`config.mk`:
```
export PLATFORM = sky130hd
export DESIGN_NAME = cic_comp_fir
export DESIGN_NICKNAME = d
export VERILOG_FILES = /design/src/rtl/cic_comp_fir.sv
export SDC_FILE = /design/constraint.sdc
export NUM_CORES = 1
export LEC_CHECK = 0
export BUFFER_PORTS_ARGS = -buffer_cell sky130_fd_sc_hd__buf_2
export CAP_MARGIN = 10
export CORE_MARGIN = 4
export CORE_UTILIZATION = 35
export DETAILED_ROUTE_END_ITERATION = 12
export SLEW_MARGIN = 0
export SYNTH_ARGS = -nofsm -noshare
export SYNTH_HDL_FRONTEND = slang
export SYNTH_SLANG_ARGS = --single-unit
```
`constraint.sdc`:
```
create_clock -name clk -period 6.4 [get_ports clk]
set_input_delay 0.64 -clock clk [delete_from_list [all_inputs] [get_ports clk]]
set_output_delay 0.64 -clock clk [all_outputs]
set_load 0.05 [all_outputs]
```
`src/rtl/cic_comp_fir.sv`:
```
// Inverse-sinc FIR compensator ahead of the CIC interpolator.
// One shared multiplier-accumulator walks all taps per input sample; the result
// is rounded half-up, saturated and presented with a one-cycle strobe.
module cic_comp_fir #(
  parameter int BITLEN    = 16,
  parameter int NTAPS     = 15,
  parameter int COEF_W    = 16,
  parameter int COEF_FRAC = 14,
  parameter logic [NTAPS-1:0][COEF_W-1:0] COEFS =
    (NTAPS*COEF_W)'(1 << COEF_FRAC) << (7*COEF_W)
) (
  input  logic              clk,
  input  logic              rst,
  input  logic              ena,
  input  logic              in_stb,
  input  logic [BITLEN-1:0] in,
  output logic [BITLEN-1:0] out,
  output logic              out_stb,
  output logic              busy,
  output logic              overrun
);

  localparam int ACC_W  = BITLEN + COEF_W + $clog2(NTAPS);
  localparam int PROD_W = BITLEN + COEF_W;
  localparam int PTR_W  = $clog2(NTAPS);
  localparam logic [PTR_W-1:0] LAST = PTR_W'(NTAPS - 1);

  // Rounding constant and output clamp limits, one bit wider than acc so the
  // half-LSB addition can never wrap.
  localparam logic signed [ACC_W:0] HALF = (ACC_W+1)'(1) << (COEF_FRAC - 1);
  localparam logic signed [ACC_W:0] MAXV =
    {{(ACC_W-BITLEN+2){1'b0}}, {(BITLEN-1){1'b1}}};
  localparam logic signed [ACC_W:0] MINV =
    {{(ACC_W-BITLEN+2){1'b1}}, {(BITLEN-1){1'b0}}};

  typedef enum logic [1:0] {IDLE, MAC, OUT} state_t;

  state_t                    state_q;
  logic signed [BITLEN-1:0]  dline_q [NTAPS];
  logic        [PTR_W-1:0]   wr_ptr_q, wr_ptr_d;
  logic        [PTR_W-1:0]   rd_ptr_q, rd_ptr_d;
  logic        [PTR_W-1:0]   tap_q;
  logic signed [ACC_W-1:0]   acc_q, acc_d;
  logic signed [BITLEN-1:0]  out_q, out_d;
  logic                      out_stb_q;
  logic                      busy_q;
  logic                      overrun_q;

  logic signed [BITLEN-1:0]  x_s;
  logic signed [COEF_W-1:0]  h_s;
  logic signed [PROD_W-1:0]  prod_s;

  // Round half up by COEF_FRAC bits, then clamp to the output range.
  function automatic logic signed [BITLEN-1:0] round_sat(input logic signed [ACC_W-1:0] a);
    logic signed [ACC_W:0] t;
    t = (ACC_W+1)'(a) + HALF;
    t = t >>> COEF_FRAC;
    if (t > MAXV)      return MAXV[BITLEN-1:0];
    else if (t < MINV) return MINV[BITLEN-1:0];
    else               return t[BITLEN-1:0];
  endfunction

  // Datapath: current tap product, next accumulator, pointer wrap and output value.
  always_comb begin
    x_s      = dline_q[rd_ptr_q];
    h_s      = $signed(COEFS[tap_q]);
    prod_s   = PROD_W'(x_s) * PROD_W'(h_s);
    acc_d    = acc_q + ACC_W'(prod_s);
    wr_ptr_d = (wr_ptr_q == LAST) ? '0 : wr_ptr_q + PTR_W'(1);
    rd_ptr_d = (rd_ptr_q == '0) ? LAST : rd_ptr_q - PTR_W'(1);
    out_d    = round_sat(acc_q);
  end

  // Sequencer: IDLE captures a sample, MAC walks the taps newest-first, OUT publishes.
  always_ff @(posedge clk or negedge rst) begin
    if (!rst) begin
      state_q   <= IDLE;
      for (int j = 0; j < NTAPS; j++) dline_q[j] <= '0;
      wr_ptr_q  <= '0;
      rd_ptr_q  <= '0;
      tap_q     <= '0;
      acc_q     <= '0;
      out_q     <= '0;
      out_stb_q <= 1'b0;
      busy_q    <= 1'b0;
      overrun_q <= 1'b0;
    end else if (ena) begin
      out_stb_q <= 1'b0;
      case (state_q)
        IDLE: begin
          if (in_stb) begin
            dline_q[wr_ptr_q] <= $signed(in);
            rd_ptr_q          <= wr_ptr_q;
            wr_ptr_q          <= wr_ptr_d;
            acc_q             <= '0;
            tap_q             <= '0;
            busy_q            <= 1'b1;
            state_q           <= MAC;
          end
        end
        MAC: begin
          acc_q    <= acc_d;
          tap_q    <= tap_q + PTR_W'(1);
          rd_ptr_q <= rd_ptr_d;
          if (tap_q == LAST) state_q <= OUT;
        end
        OUT: begin
          out_q     <= out_d;
          out_stb_q <= 1'b1;
          busy_q    <= 1'b0;
          state_q   <= IDLE;
        end
        default: state_q <= IDLE;
      endcase
      // A strobe arriving while a sample is in flight is lost; remember that.
      if (in_stb && (state_q != IDLE)) overrun_q <= 1'b1;
    end
  end

  assign out     = out_q;
  assign out_stb = out_stb_q & ena;
  assign busy    = busy_q;
  assign overrun = overrun_q;

endmodule
```
==> impl_results.md <==
* Status: completed
* Via count at 8889
* Largest net degree at the start of global routing at 119
* Finish-stage setup viols at 0
* Synth Flop Type: dfrtp_1
* Die width at 213 um
* Hold/Removal Path Class: in2async
* Reg clk slew, reported paths at 0.06 ns
* CTS Sinks at 295
* Seq/Total Area, Yosys at 50.3%
* Synth Area in Simple Gates at 5.80%
* Detailed placement HPWL at 20400 um
* CTS resizes at 0
* Final Hold Fails at 0
* PD cells at 372 nW/um^2
* F_max at 0.195 GHz
* Die area at 45300 um^2
* Synth area leader: dfrtp_1
* Req. time, crit path at 6.76 ns
* Synth unique cells at 50
* Grt total ovfl at 0
* DR vias/cell at 5.31
* Total routed wirelength at 33700 um
* Clk_lat worst skew at 0.52 ns
* R2R cell count at 13
* Final Skew at 0.0159 ns
* Avg Cell Area, Syn at 13.4 um^2
* WP buf/inv at 1
* Router iterations before antenna repair at 5
* Max_slew headroom at 16.3%
* GR Layer Usage met1 at 21.6%
* Largest family of logic cells by synthesized area: multiplexers
* Global-route wire length before repair at 53900 um
* Seq. cell area at 7390 um^2
* Post-layout min period at 5.13 ns
* Worst-Margin Slew at 1.25 ns
* CP max-delay cell: dfrtp_4
* Top-count cell post-synth: dfrtp_1
* Area share of the leading cell type in the synthesized netlist at 50.3%
* GR Layer Usage met2 at 24.4%
* Synth-to-Final Area Change at 12.7%
* Post-synth EDFFs at 0
* Worst setup SP type: flip-flop
* Max cap viols at 0
* Warnings, synthesis at 0
* Cts bufs inserted at 35
* Adder-cell area share of the yosys netlist at 5.68%
* Layout cell share with drive strength beyond 1 at 36.8%
* Synth async-reset ratio at 100%
* M3 GR Usage at 2.64%
* Post-Syn Area at 14700 um^2
* Wirelength per Cell at 20.1 um
* Sum Neg Setup Slack at 0 ns
* Ant. Diodes at 0
* Starting Density at 35.7%
* RSZ-0062 raised after global routing: no
* Post-DRT Antenna Nets at 0
* Overall power at 6.16 mW
* Syn Inst Count at 1099
* Final period util at 80.2%
* Gr busiest metal: met2
* Post-synthesis compound-gate area fraction at 5.72%
* Synth cell count leaders: dfrtp_1, mux2_2, nand2_1
* Setup Crit Path Kind: reg2reg
* Iter 0 DRT Violations at 464
* Core area at 41100 um^2
* Largest cells by area after synthesis: dfrtp_1, mux2_2, mux4_2, ha_1, o21ai_0
* Maximum clock insertion buffer count at 3
* CTS tree: built
* Setup bufs post-CTS at 0
* Crit path depth at 13
* XOR/XNOR Fraction of Synth Area at 0.955%
* Post-route DRC violation count at 0
* GPL Wtd Cong at 0.795
* FP Rows at 74
* Total global-route track usage at 15.2%
* Hold-fix buffers at CTS at 0
* Worst-path maximum fanout at 48
* DIE HEIGHT at 213 um
* Number of global-route vias before repair at 9230
* Multiplexer area fraction after synthesis at 29.3%
* Crit end category: flip-flop
* Most common cell type on the critical path: o21ai_0
* Peak supply drop at 0.218 mV
* Clock root cell: clkbuf_16
* Lkg Pwr at 8.09 nW
* Flops & latches, synth at 295
* Crit path DAT at 5.49 ns
* Worst hold margin at 0.150 ns
* Filler instances at 3890
* Max H-tree Level at 2
* Initial antenna violation count at 1
* Fin nets at 1205
* Port bufs at 38
* Cells along the critical path: buf_4, mux4_2, mux4_2, nor2b_1, ha_1, ha_1, ha_1, o21ai_0, o21ai_0, a41oi_1, o21ai_0, xnor2_1, o21ai_0
* Num ports at 39
* Area of the multi-input gates at 6970 um^2
* Mapped Nets at 1185
* Slew Viols, Final at 0
* CP top delay family: compound AO/OA/AOI/OAI gates
* Crit-path max cell delay at 1.01 ns
[registers in the layout (all words and copies together) (netlist names)]
name,flops
acc_q,22
busy,1
dline_q,240
out,16
out_stb_q,1
overrun,1
rd_ptr_q,4
state_q,2
tap_q,4
wr_ptr_q,4
[routing by layer]
metal	vias to the layer above	share of wire [%]
li1	4075	-
met1	4623	47
met2	151	47
met3	40	4.2
met4	0	1.9
met5	-	0
[power breakdown]
part	internal (mW)	total, mW	leakage [nW]	switching [mW]
combinational	0.802	1.48	3.51	0.674
clock	1.23	2.02	0.571	0.786
sequential	2.24	2.67	4.01	0.424
[path summary, 6_finish.rpt]
path	from	end	slack [ns]
max	rd_ptr_q[0]$_DFFE_PN0P_	acc_q[28]$_DFFE_PN0P_	1.27
min	rst	dline_q[132]$_DFFE_PN0P_	0.15
max reg2reg	rd_ptr_q[0]$_DFFE_PN0P_	acc_q[28]$_DFFE_PN0P_	1.27
min reg2reg	overrun$_DFFE_PN0P_	overrun$_DFFE_PN0P_	0.47
max in group asynchronous	rst	dline_q[186]$_DFFE_PN0P_	4.77
min in group clk	ena	out_stb_q$_DFFE_PN0P_	0.42
[placed cells by master, fill, tap and decap left out, types with 6 or more instances in the layout]
| master | n |
|---|---|
| ha_1 | 65 |
| clkbuf_1 | 7 |
| a31oi_1 | 6 |
| a21oi_1 | 20 |
| xnor2_1 | 7 |
| buf_2 | 37 |
| nor2_1 | 39 |
| o21ai_0 | 72 |
| buf_4 | 14 |
| nand2_1 | 83 |
| mux4_2 | 62 |
| nand3_1 | 6 |
| o211ai_1 | 6 |
| mux2i_1 | 18 |
| nor2b_1 | 20 |
| xor2_1 | 9 |
| nand2b_1 | 8 |
| inv_1 | 10 |
| clkbuf_16 | 35 |
| a21o_1 | 9 |
| dfrtp_1 | 293 |
| mux2_2 | 242 |
[layout make-up]
class / count / share of cell area (%)
timing repair buffer: 53 / 1.97
sequential: 295 / 44.7
clock inverter: 12 / 1.13
inverter: 10 / 0.227
clock buffer: 47 / 5.87
tap: 532 / 4.02
multi-input combinational: 724 / 42.1
[metrics by stage]
step / instances / area, um^2 / utilization (%) / setup slack (ns)
after floorplan: 1099 / 14700 / - / 1.85
after global placement: 1614 / 15400 / 37.4 / 1.25
after detailed placement: 1614 / 15400 / 37.4 / 1.21
after CTS: 1673 / 16500 / 40.3 / 1.21
after global routing: 1673 / 16500 / 40.3 / 0.898
final: 1673 / 16500 / 40.3 / 1.27
[cells by family after synthesis]
logic type,Yosys count
AO/OA/AOI/OAI,141
XOR/XNOR,16
adder cells (fa/ha/maj),66
multiplexers,322
AND/OR/NAND/NOR,179
flip-flops,295
buffers and inverters,80
[worst register-to-register path, cell delays in order (launching register included)]
cell and delay, ns:
dfrtp_4 1.01, buf_4 0.47, mux4_2 0.55, mux4_2 0.53, nor2b_1 0.17, ha_1 0.31, ha_1 0.30, ha_1 0.33
o21ai_0 0.13, o21ai_0 0.44, a41oi_1 0.24, o21ai_0 0.27, xnor2_1 0.14, o21ai_0 0.08
Power figures use the tool's default switching activity.
